## config.mk

```make
export PLATFORM = sky130hd
export DESIGN_NAME = rr_interval_timer
export DESIGN_NICKNAME = d
export VERILOG_FILES = /design/src/rtl/rr_interval_timer.sv
export SDC_FILE = /design/constraint.sdc
export NUM_CORES = 1
export LEC_CHECK = 0
export ABC_AREA = 1
export CORE_ASPECT_RATIO = 2
export CORE_UTILIZATION = 45
export DETAILED_ROUTE_END_ITERATION = 10
export GPL_TIMING_DRIVEN = 1
export PLACE_DENSITY = 0.72
export SLEW_MARGIN = 20
export SYNTH_ARGS = -nofsm -noshare
export SYNTH_HDL_FRONTEND = slang
export SYNTH_SLANG_ARGS = --single-unit
```

## constraint.sdc

```tcl
create_clock -name clk -period 1.9 [get_ports clk]
set_clock_uncertainty 0.05 [all_clocks]
set_input_delay 0.38 -clock clk [delete_from_list [all_inputs] [get_ports clk]]
set_output_delay 0.38 -clock clk [all_outputs]
set_load 0.1 [all_outputs]
```

## src/rtl/rr_interval_timer.sv

```systemverilog
// Peak-to-peak interval timer: counts sample ticks between accepted peaks and
// offers the result on a valid/ready output register, in one-shot or continuous mode.
module rr_interval_timer #(
    parameter int unsigned CNT_W     = 8,
    parameter int unsigned MIN_TICKS = 5,
    parameter int unsigned MAX_TICKS = 75
) (
    input  logic             clk,
    input  logic             rst,
    input  logic             en,
    input  logic             tick,
    input  logic             peak,
    input  logic             mode,
    output logic [CNT_W-1:0] interval,
    output logic             interval_valid,
    input  logic             interval_ready,
    output logic             peak_rejected,
    output logic             timeout,
    output logic             overrun,
    output logic             busy
);

    localparam logic [CNT_W-1:0] MIN_CNT  = CNT_W'(MIN_TICKS);
    localparam logic [CNT_W-1:0] LAST_CNT = CNT_W'(MAX_TICKS - 1);

    typedef enum logic [1:0] {
        S_IDLE  = 2'd0,
        S_COUNT = 2'd1,
        S_HOLD  = 2'd2
    } state_t;

    state_t           state_q, state_d;
    logic [CNT_W-1:0] cnt_q, cnt_d;
    logic             mode_q, mode_d;
    logic [CNT_W-1:0] interval_q, interval_d;
    logic             valid_q, valid_d;
    logic             rej_q, rej_d;
    logic             timeout_q, timeout_d;
    logic             overrun_q, overrun_d;
    logic             busy_q, busy_d;

    // Next-state and output-register logic
    always_comb begin
        state_d    = state_q;
        cnt_d      = cnt_q;
        mode_d     = mode_q;
        interval_d = interval_q;
        valid_d    = valid_q;
        rej_d      = 1'b0;
        timeout_d  = 1'b0;
        overrun_d  = 1'b0;

        if (valid_q && interval_ready) begin
            valid_d = 1'b0;
        end

        unique case (state_q)
            S_IDLE: begin
                if (en && peak) begin
                    state_d = S_COUNT;
                    cnt_d   = '0;
                    mode_d  = mode;
                end
            end
            S_COUNT: begin
                if (!en) begin
                    state_d = S_IDLE;
                    cnt_d   = '0;
                end else if (tick && (cnt_q == LAST_CNT)) begin
                    // Timeout wins over a same-cycle peak
                    timeout_d = 1'b1;
                    state_d   = S_IDLE;
                    cnt_d     = '0;
                end else if (peak && (cnt_q >= MIN_CNT)) begin
                    if (!mode_q) begin
                        interval_d = cnt_q;
                        valid_d    = 1'b1;
                        state_d    = S_HOLD;
                    end else begin
                        cnt_d = '0;
                        if (!valid_q || interval_ready) begin
                            interval_d = cnt_q;
                            valid_d    = 1'b1;
                        end else begin
                            overrun_d = 1'b1;
                        end
                    end
                end else begin
                    rej_d = peak;
                    if (tick) begin
                        cnt_d = cnt_q + CNT_W'(1);
                    end
                end
            end
            S_HOLD: begin
                if (interval_ready) begin
                    state_d = S_IDLE;
                end
            end
            default: begin
                state_d = S_IDLE;
                cnt_d   = '0;
            end
        endcase

        busy_d = (state_d != S_IDLE);
    end

    always_ff @(posedge clk) begin
        if (rst) begin
            state_q    <= S_IDLE;
            cnt_q      <= '0;
            mode_q     <= 1'b0;
            interval_q <= '0;
            valid_q    <= 1'b0;
            rej_q      <= 1'b0;
            timeout_q  <= 1'b0;
            overrun_q  <= 1'b0;
            busy_q     <= 1'b0;
        end else begin
            state_q    <= state_d;
            cnt_q      <= cnt_d;
            mode_q     <= mode_d;
            interval_q <= interval_d;
            valid_q    <= valid_d;
            rej_q      <= rej_d;
            timeout_q  <= timeout_d;
            overrun_q  <= overrun_d;
            busy_q     <= busy_d;
        end
    end

    assign interval       = interval_q;
    assign interval_valid = valid_q;
    assign peak_rejected  = rej_q;
    assign timeout        = timeout_q;
    assign overrun        = overrun_q;
    assign busy           = busy_q;

endmodule

```

==> out/metrics.cfg <==
[synthesis]
synth_warnings = 0
yosys_register_bits = 24
synth-simple-area-share_pct = 35.60
synth_xor_area_share_pct = 0.6358
synthTopCellsByArea = dfxtp_1 35%, nand2_1 9.0%, inv_1 8.2%
synthAdderAreaFrac_pct = 3.633
yosys.area.top_type = dfxtp_1
yosysTopAreaCellShare_pct = 34.88
syn_nets = 200
netlist_instances = 189
synth_compound_area_share_pct = 11.08
ys_types = 28
syn_area_per_cell_um2 = 7.289
syn_area_mm2 = 0.001378
synthMuxAreaShare_pct = 0
synth_top_family_by_area = simple AND/OR/NAND/NOR gates
yosysSeqAreaShare_pct = 34.88

[power]
power_per_cell_area_mw_per_mm2 = 636.5
irDropWorstVdd_uv = 479.8
p_total_uw = 1236
leakage_uw = 0.0008591

[setup_path]
worstPathRequired_ns = 2.06
r2r-start = cnt_q[0]$_SDFFE_PP0P_
arrival_ns = 1.92
r2r_end = cnt_q[3]$_SDFFE_PP0P_
path_max_fanout = 6
path_class = reg2reg
startpoint = cnt_q[0]$_SDFFE_PP0P_
cp-end-kind = register
reg2reg_setup_slack_ns = 0.14
reg2reg_depth = 14
critPathLaunchType = register

[floorplan]
die_x_um = 41.13
io_pins = 20
dieHeight_um = 80.25
rows = 28
start_util_pct = 46.81
fp.dieArea_mm2 = 0.003300
core_area_mm2 = 0.002943

[final_layout]
drive_above_1_share_pct = 30.43
nets = 242
synthToLayoutAreaGrowth_pct = 40.96
diodes = 0

[timing]
report.final.setup_viol = 0
max_slew_margin_pct = 78.01
fmax_mhz = 569.1
final-hold-violation-count = 0
slew_violations = 0
min_period_ns = 1.757
setup_ws_ns = 0.1429
fin_crit_sh_pct = 92.48
worst_slew_pin_slew_ns = 0.3273
fin_hold_ws_ns = 0.4312

[clock_tree]
cts-buffers-inserted = 3
htreeDepth = 1
cts_max_path_buffers = 2
cts_tree = yes
clk_pin_slew_ns = 0.08
clk_latency_ns = 0.27
cts_root_buf = clkbuf_8
cts.sinks = 24
cts_hold_buf = 0

[placement]
globalplace.congestion = 0.9056
io_buffers = 19
post-place-ws_ns = -0.07735
dpl.hpwl_um = 2394

[run_status]
outcome = completed

[global_routing]
grt_overflow = 0
grt_pass1_wl_um = 5195
track_usage_pct = 22.43
grt_pass1_vias = 1256
grt_max_degree = 18
grt_antenna_before_repair = 0

[detailed_routing]
drc = 0
drtPass1Iterations = 4
routedWlPerCell_um = 12.22
via_per_inst = 5.135
final_antenna_net_count = 0
dr.first_iter.drc_count = 50
drt_wl_total_um = 3178
vias = 1335

[hold_path]
hold_end = interval[7]$_SDFFE_PP0P_
holdPathStages = 2
min_from = interval[7]$_SDFFE_PP0P_
min_path_type = reg2reg

[flow_run]
drv_cap = 0

[cells by family after synthesis]
| family | Yosys count |
|---|---|
| xor gates and xnor gates | 1 |
| DFF | 24 |
| AOI/OAI and AO/OA | 25 |
| buffers and inverters | 41 |
| adders and majority gates | 4 |
| and+or+nand+nor | 94 |
[flip-flops by register name (all words and copies together) (netlist names)]
signal          flops
cnt_q               8
interval            8
state_q             2
busy                1
interval_valid      1
mode_q              1
overrun             1
peak_rejected       1
timeout             1
[per-stage QoR]
step	TNS (ns)	cells	area, um^2	utilization, %
final	0	260	1942	65.99
after global placement	-0.6356	251	1818	61.78
after global routing	-0.01747	260	1942	65.99
after CTS	0	255	1889	64.20
after detailed placement	-0.9738	251	1818	61.78
after floorplan	0	189	1378	-
[worst max path at each step]
stage | end | slack [ns] | depth (start not counted)
4_1_cts | cnt_q[7]$_SDFFE_PP0P_ | 0.05 | 11
3_3_place_gp | busy$_SDFF_PP0_ | -0.07 | 7
2_1_floorplan | interval[4]$_SDFFE_PP0P_ | 0.16 | 7
5_1_grt | cnt_q[3]$_SDFFE_PP0P_ | -0.02 | 14
6_report | cnt_q[3]$_SDFFE_PP0P_ | 0.14 | 14
3_5_place_dp | interval[0]$_SDFFE_PP0P_ | -0.08 | 6
[timing repair]
| item | CTS | global route |
|---|---|---|
| resized for setup | 0 | 7 |
| setup buffers | 0 | 5 |
| setup endpoints to repair | 0 | 14 |
[synthesized netlist by cell type, drive strengths merged]
| cell | number |
|---|---|
| nor2 | 28 |
| xor2 | 1 |
| nand4 | 2 |
| clkbuf | 2 |
| inv | 34 |
| a31oi | 1 |
| nor4 | 2 |
| nor3 | 3 |
| nand2 | 35 |
| nand3b | 1 |
| buf | 5 |
| dfxtp | 24 |
| ha | 4 |
| o21ai | 9 |
| nand3 | 22 |
| a21oi | 15 |
| or3 | 1 |
[power breakdown]
| group | total, uW | switching, uW | internal [uW] |
|---|---|---|---|
| combinational | 251 | 148 | 102 |
| sequential | 538 | 18.7 | 519 |
| clock | 447 | 166 | 282 |
| total | 1240 | 333 | 903 |
[layout make-up]
| cell class | instances | area [um^2] |
|---|---|---|
| Clock buffer | 3 | 41.29 |
| Clock inverter | 1 | 30.03 |
| Sequential cell | 24 | 481.7 |
| Fill cell | 245 | 1001 |
| Timing Repair Buffer | 44 | 511.7 |
| Inverter | 34 | 127.6 |
| Multi-Input combinational cell | 124 | 711.9 |
| Tap cell | 30 | 37.54 |
[per-layer routing]
| metal | GRT usage [%] | vias up | wire, um | part of all wire (%) |
|---|---|---|---|---|
| met3 | 1.934 | 18 | 121 | 3.8 |
| met1 | 22.45 | 595 | 1104 | 35 |
| met5 | 0 | - | 0 | 0 |
| met4 | 15.16 | 0 | 204 | 6.4 |
| met2 | 39.06 | 50 | 1747 | 55 |
| li1 | - | 672 | - | - |
[critical path: stages (launching register included)]
cell,delay (ns)
dfxtp_2,0.33
buf_4,0.14
ha_1,0.18
inv_1,0.05
nand2_1,0.05
nand2_1,0.09
inv_1,0.06
nor2_2,0.14
nor2_4,0.08
nand3_4,0.13
buf_6,0.13
nand3_1,0.07
nand2_1,0.07
inv_1,0.04
nor2_2,0.07
[placed cells by master (no fill, tap or decap), drive strengths merged]
cell type	n
buf	38
nand2	35
inv	34
nor2	28
dfxtp	24
nand3	22
a21oi	15
o21ai	9
clkdlybuf4s50	6
ha	4
nor3	3
clkbuf	3
nor4	2
nand4	2
or3	1
a31oi	1
xor2	1
nand3b	1
bufinv	1
(Power assumes the default switching activity.)
